$ cat config.mk
export PLATFORM = sky130hd
export DESIGN_NAME = serializer12bit
export DESIGN_NICKNAME = d
export VERILOG_FILES = /design/src/rtl/ddi_pkg.sv /design/src/rtl/serializer12bit_bit_counter.sv /design/src/rtl/serializer12bit.sv
export SDC_FILE = /design/constraint.sdc
export NUM_CORES = 1
export LEC_CHECK = 0
export ABC_AREA = 0
export BUFFER_PORTS_ARGS = -buffer_cell sky130_fd_sc_hd__buf_2
export CORE_MARGIN = 1
export CORE_UTILIZATION = 48
export CTS_CLUSTER_DIAMETER = 150
export DETAILED_ROUTE_END_ITERATION = 6
export PLACE_DENSITY = 0.76
export SYNTH_ARGS = -nofsm -noshare
export SYNTH_HDL_FRONTEND = slang
export SYNTH_HIERARCHICAL = 1
export SYNTH_SLANG_ARGS = --single-unit
$ cat constraint.sdc
create_clock -name clk -period 2 [get_ports clk]
set_input_delay 0 -clock clk [delete_from_list [all_inputs] [get_ports clk]]
set_output_delay 0 -clock clk [all_outputs]
set_load 0.005 [all_outputs]
$ cat src/rtl/ddi_pkg.sv
// rtl/ddi_pkg.sv - shared types and constants for the 12-bit datapath blocks
package ddi_pkg;

    typedef enum logic {
        IDLE  = 1'b0,
        SHIFT = 1'b1
    } state_t;

    localparam int WORD_W = 12;

endpackage

$ cat src/rtl/serializer12bit_bit_counter.sv
// rtl/serializer12bit_bit_counter.sv - modulo-WIDTH frame position counter with first/last flags
module bit_counter #(
    parameter int WIDTH = 12
) (
    input  logic                       clk,
    input  logic                       rst,
    input  logic                       clear,
    input  logic                       en,
    output logic [$clog2(WIDTH)-1:0]   count,
    output logic                       is_first,
    output logic                       is_last
);

    localparam int CNT_W = $clog2(WIDTH);
    localparam logic [CNT_W-1:0] LAST = CNT_W'(WIDTH - 1);

    assign is_first = (count == '0);
    assign is_last  = (count == LAST);

    // Wraps only through the last position so the count never leaves 0..WIDTH-1.
    always_ff @(posedge clk) begin
        if (rst || clear) begin
            count <= '0;
        end else if (en) begin
            if (is_last) begin
                count <= '0;
            end else begin
                count <= count + 1'b1;
            end
        end
    end

endmodule

$ cat src/rtl/serializer12bit.sv
// rtl/serializer12bit.sv - parallel-in serial-out word transmitter with frame markers
module serializer12bit
    import ddi_pkg::*;
#(
    parameter int WIDTH     = WORD_W,
    parameter int MSB_FIRST = 1
) (
    input  logic             clk,
    input  logic             rst,
    input  logic [WIDTH-1:0] d_in,
    input  logic             in_valid,
    output logic             in_ready,
    output logic             ser_out,
    output logic             ser_valid,
    input  logic             ser_ready,
    output logic             ser_first,
    output logic             ser_last,
    output logic             done
);

    state_t                     state;
    logic [WIDTH-1:0]           shreg;
    logic [$clog2(WIDTH)-1:0]   count;
    logic                       is_first;
    logic                       is_last;
    logic                       load;
    logic                       beat;

    assign load = (state == IDLE) && in_valid;
    assign beat = (state == SHIFT) && ser_ready;

    bit_counter #(
        .WIDTH(WIDTH)
    ) u_pos (
        .clk      (clk),
        .rst      (rst),
        .clear    (load),
        .en       (beat),
        .count    (count),
        .is_first (is_first),
        .is_last  (is_last)
    );

    always_ff @(posedge clk) begin
        if (rst) begin
            state <= IDLE;
            shreg <= '0;
            done  <= 1'b0;
        end else begin
            done <= 1'b0;
            case (state)
                IDLE: begin
                    if (in_valid) begin
                        shreg <= d_in;
                        state <= SHIFT;
                    end
                end
                SHIFT: begin
                    if (ser_ready) begin
                        // Zero fill leaves shreg cleared after a full frame, so ser_out idles low.
                        if (MSB_FIRST != 0) begin
                            shreg <= {shreg[WIDTH-2:0], 1'b0};
                        end else begin
                            shreg <= {1'b0, shreg[WIDTH-1:1]};
                        end
                        if (is_last) begin
                            state <= IDLE;
                            done  <= 1'b1;
                        end
                    end
                end
                default: state <= IDLE;
            endcase
        end
    end

    assign in_ready  = (state == IDLE);
    assign ser_valid = (state == SHIFT);
    assign ser_out   = (MSB_FIRST != 0) ? shreg[WIDTH-1] : shreg[0];
    assign ser_first = ser_valid && is_first;
    assign ser_last  = ser_valid && is_last;

    logic unused_count;
    assign unused_count = ^count;

endmodule

==> results of run 1 <==
layout by cell type, fill, tap and decap left out, types with 2 or more instances in the layout:
cell and n:
and2_1 4, nor3_1 2, buf_2 21, dfxtp_1 18, inv_1 5, dlygate4sd3_1 2
mux2i_1 13, clkbuf_4 3, nor2_1 17, a211oi_2 11, ha_1 2
registers in the layout, summed over array words and instances, names as in the netlist:
signal and flops:
ser_valid 1, u_pos/count 4, shreg 12, done 1
power by group through the flow:
stage               Combinational (uW)  Clock (uW)  Sequential [uW]
floorplan                          109           0              402
global placement                   130           0              405
detailed placement                 133           0              406
CTS                                137         239              398
global route                       150         252              401
finish                             134         228              397
timing repair:
| action | 4_1_cts | 5_1_grt |
|---|---|---|
| setup buffers | 0 | 0 |
| hold buffers | 2 | 0 |
| endpoints found under the setup margin | 0 | 0 |
| endpoints found under the hold margin | 2 | 0 |
routing by layer:
metal  vias to the layer above  track usage [%]
met5                         -                0
met4                         0             12.4
met3                         5             2.38
met2                        15             26.6
met1                       277             22.9
li1                        352                -
kinds of logic after synthesis:
| family | count (synthesis) |
|---|---|
| flops | 18 |
| compound gates | 14 |
| mux | 14 |
| xor+xnor | 2 |
| fa+ha+maj | 2 |
| simple gates | 29 |
| buf+inv | 10 |
layout make-up:
type	instances	area, um2
clock buffer	4	36.3
fill	162	687
inverter	5	18.8
multi-input combinational	61	498
sequential	18	360
tap	25	31.3
timing repair buffer	24	133
through the flow:
step	setup slack, ps	hold slack, ps
6_report	663	30.1
5_1_grt	557	30.4
4_1_cts	654	23.3
3_5_place_dp	732	274
3_3_place_gp	768	280
2_1_floorplan	775	64.6
tightest hold or removal path, cell delays in order:
cell      delay (ps)
buf_2             90
o2bb2a_4         150
nor2_1            60
worst paths after layout:
kind / startpoint / to
worst min-delay path: d_in[0] / shreg[0]
worst max register to register: ser_valid / shreg[0]
worst max-delay path: u_pos/count[0] / ser_last
worst min register to register: shreg[8] / shreg[8]
==> flow_summary.ini, run 1 <==
[grt]
grt-ovfl-total = 0
antenna_found_initial = 0
grt_pass1_wl_um = 2600
grt_pass1_vias = 636
grt_max_degree = 24
grt.total_usage_pct = 17.6

[synthesis]
yosysMostFrequentCell = dfxtp_1
synth_xor_area_share_pct = 1.90
synth_top_area_cell = dfxtp_1
synthMuxAreaShare_pct = 15.8
synthAdderAreaFrac_pct = 2.72
synth-simple-area-share_pct = 14.8
synth_cell_type_count = 22
async_reset_ff_share_pct = 0
synthTopCellsByCount = dfxtp_1 (18), nor2_1 (17), mux2i_1 (13)
synth_ff_type = dfxtp_1
synth_nets = 107
netlist_instances = 89
synth_top_family_by_area = compound AO/OA/AOI/OAI gates
synth_edf_count = 0
yosysWarnings = 6
synth_area_um2 = 921
avgSynthCellArea_um2 = 10.3
ys_seq_area_share_pct = 39.1
synth_compound_area_share_pct = 18.9
synth-seq-cells = 18
synth_top_area_share_pct = 39.1
synth_top_cells_by_area = dfxtp_1 (39%), a211oi_2 (15%), mux2i_1 (14%)

[sta]
drv_slew = 0
finalCritPeriodShare_pct = 66.8
rsz0062_at_grt = false
finalCriticalPeriod_ps = 1340
hold_viol_final = 0
tightest_slew_ps = 422
tns_ps = 0
finalSetupViolCount = 0
skew_ps = 1.67
max_freq_mhz = 748
max-slew-margin-rel_pct = 71.9

[power]
combPwrFrac_pct = 17.7
powerDensity_nw_per_um2 = 705
ir_worst_vdd_mv = 0.387
finalPower_uw = 759
seq_power_share_pct = 52.3
leakagePower_uw = 0.000453
internal_power_uw = 560
switching_share_pct = 26.2
power.share.clock_pct = 30.0
p_switching_uw = 199

[placed_design]
gp_congestion = 0.756
io_buffers = 21
dpl.hpwl_um = 1030
dp_cells = 131
post_dp_cell_area_um2 = 1020

[route]
top_layer = met4
route.met3.wl_um = 41
wl_met1_um = 707
dr_total_vias = 649
wire_per_inst_um = 10.5
drtPass1Iterations = 2
ant_nets = 0
routed_via_density = 4.74
drc = 0
routed_wl_um = 1440
wl_met2_um = 647
drt_iter0_markers = 1

[floorplan]
dieHeight_um = 45.8
io_pins = 22
dieWidth_um = 45.8
start_util_pct = 52.2
rows = 15
dieArea_um2 = 2100
coreArea_um2 = 1760

[critical_path]
cp-end-kind = output port
crit_chain = ha_1 -> inv_1 -> nor2_1 -> and2_1 -> buf_2
cp_slowest_cell = dfxtp_1
cp.buffers_inverters = 2
crit_family = flip-flops
path_depth = 5
r2r_slack_ps = 710
critPathRequiredTime_ps = 2000
critPathMaxStageDelay_ps = 400
start_kind = register
path_max_fanout = 4
worstPathArrival_ps = 1340
rr_worst_depth = 3
critPathKind = register to output port

[run]
maxCapViolations = 0

[status]
status = finished clean

[clocking]
clock_sinks = 18
clock_path_buffers = 2
root_buffer = clkbuf_4
tritoncts = built
post_cts_resized = 0
worstSkewPairLatency_ps = 300
h-tree-depth = 1
cts_buffers = 3
clk_pin_slew_ps = 100

[final_layout]
final_area_um2 = 1080
fin_cells = 137
layout-drive-gt1-share_pct = 36.6
final_nets = 131
syn_to_final_growth_pct = 17.0
antenna_cells = 0
fin_util_pct = 61.1

[hold_path]
min_path_cells = 3
hp-class = input port to register
(Power assumes the default switching activity.)
==> run 2: changes to the inputs <==
--- a/config.mk
+++ b/config.mk
@@ -8,7 +8,7 @@
 export ABC_AREA = 0
 export BUFFER_PORTS_ARGS = -buffer_cell sky130_fd_sc_hd__buf_2
 export CORE_MARGIN = 1
-export CORE_UTILIZATION = 48
+export CORE_UTILIZATION = 46
 export CTS_CLUSTER_DIAMETER = 150
 export DETAILED_ROUTE_END_ITERATION = 6
 export PLACE_DENSITY = 0.76
==> constraint.sdc (replaced) <==
create_clock -name clk -period 1.2 [get_ports clk]
set_input_delay 0 -clock clk [delete_from_list [all_inputs] [get_ports clk]]
set_output_delay 0 -clock clk [all_outputs]
set_load 0.005 [all_outputs]
==> flow_summary.ini, run 2 (synthesized netlist as in run 1, its figures left out) <==
[route]
drc = 0
drtPass1Iterations = 4
dr_total_vias = 748
routed_wl_um = 1880
ant_nets = 0
wire_per_inst_um = 13.1
routed_via_density = 5.23
drt_iter0_markers = 12

[floorplan]
rows = 15
dieHeight_um = 46.7
start_util_pct = 51.1
dieWidth_um = 46.7
io_pins = 22
coreArea_um2 = 1800
dieArea_um2 = 2180

[final_layout]
largest_reg_flops = 12
syn_to_final_growth_pct = 28.5
final_nets = 137
layout_common_cells = buf_2 (20), nor2_1 (16), dfxtp_1 (14)
layout-drive-gt1-share_pct = 52.5
final_common_cell = buf_2
fin_cells = 143
fin_util_pct = 65.7
top_regs = shreg x12, u_pos/count x4
antenna_cells = 0
largest_register = shreg

[critical_path]
path_max_fanout = 3
worstPathArrival_ps = 1250
cp_slowest_cell = dfxtp_1
critPathMaxStageDelay_ps = 450
crit_chain = nor2_1 -> and2_4 -> and2_4 -> buf_6
critPathKind = register to output port
cp-end-kind = output port
critPathRequiredTime_ps = 1200
start_kind = register
crit_top_cell = and2_4

[sta]
finalCriticalPeriod_ps = 1250
rsz0062_at_grt = true
finalCritPeriodShare_pct = 104
max-slew-margin-rel_pct = 85.0
hold_viol_final = 0
skew_ps = 1.76
tightest_slew_ps = 224
drv_slew = 0
fin_ws_ps = -49.0
tns_ps = -82.1
max_freq_mhz = 801
whs_ps = 12.5
finalSetupViolCount = 2

[placed_design]
place_ws_ps = -11.5
gp_congestion = 0.697
dpl.hpwl_um = 1190
io_buffers = 21
dp_cells = 135

[grt]
use_met2_pct = 33.3
grt_max_degree = 13
grt_pass1_wl_um = 2900
grt_pass1_vias = 693
grt_util_met1_pct = 23.1
grtUsageMet3_pct = 3.46
grt.total_usage_pct = 19.0
grt-ovfl-total = 0
top_usage_layer = met2
antenna_found_initial = 0

[clocking]
root_buffer = clkbuf_4
tritoncts = built
h-tree-depth = 1
worstSkewPairLatency_ps = 290
clock_path_buffers = 2
cts_buffers = 3
clk_pin_slew_ps = 100
clock_sinks = 18

[status]
violations = setup timing
status = finished with violations

[power]
ir_worst_vdd_mv = 0.760
leakagePower_uw = 0.000497
powerDensity_nw_per_um2 = 1100

[run]
maxCapViolations = 0

[hold_path]
hp-class = input port to register
-- run 2: critical path: cells and delay by family (launching register included) --
kind	cells	cell delay [ps]
buffers and inverters	1	100
and+or+nand+nor	3	400
DFF	1	450
-- run 2: repair_timing --
action,in CTS,in global routing
setup endpoints to repair,12,16
gates cloned,1,0
endpoints found under the hold margin,2,0
pin swaps,1,1
hold buffers,2,0
setup buffers,1,0
resized for setup,6,15
-- run 2: final timing paths --
path,startpoint,end,slack [ps],cells past startpoint
worst max-delay path,u_pos/count[3],ser_first,-50,4
worst min-delay path,rst,shreg[3],10,2
worst min register to register,shreg[11],shreg[11],540,2
worst max register to register,ser_valid,shreg[0],60,3
-- run 2: metal layers --
layer	routed length (um)	vias to the layer above
met2	964	22
met5	0	-
met1	796	354
met3	78	4
met4	35	0
li1	-	368
-- run 2: final cells by class --
class | instances | area [um2]
Clock buffer | 4 | 36.3
Timing Repair Buffer | 29 | 176
Sequential cell | 18 | 370
Inverter | 5 | 18.8
Fill cell | 154 | 618
Tap cell | 25 | 31.3
Multi-Input combinational cell | 62 | 551
-- run 2: power breakdown --
part / internal, uW / total (uW) / leakage (uW) / switching, uW
sequential: 636 / 662 / 0.000151 / 25.9
combinational: 137 / 264 / 0.000325 / 128
clock: 185 / 377 / 0.0000210 / 192
-- run 2: stage by stage --
stage | cell area (um2) | total power [uW]
after detailed placement | 1050 | 913
after global placement | 1050 | 904
after global routing | 1180 | 1360
after floorplan | 921 | 852
after CTS | 1130 | 1300
final | 1180 | 1300
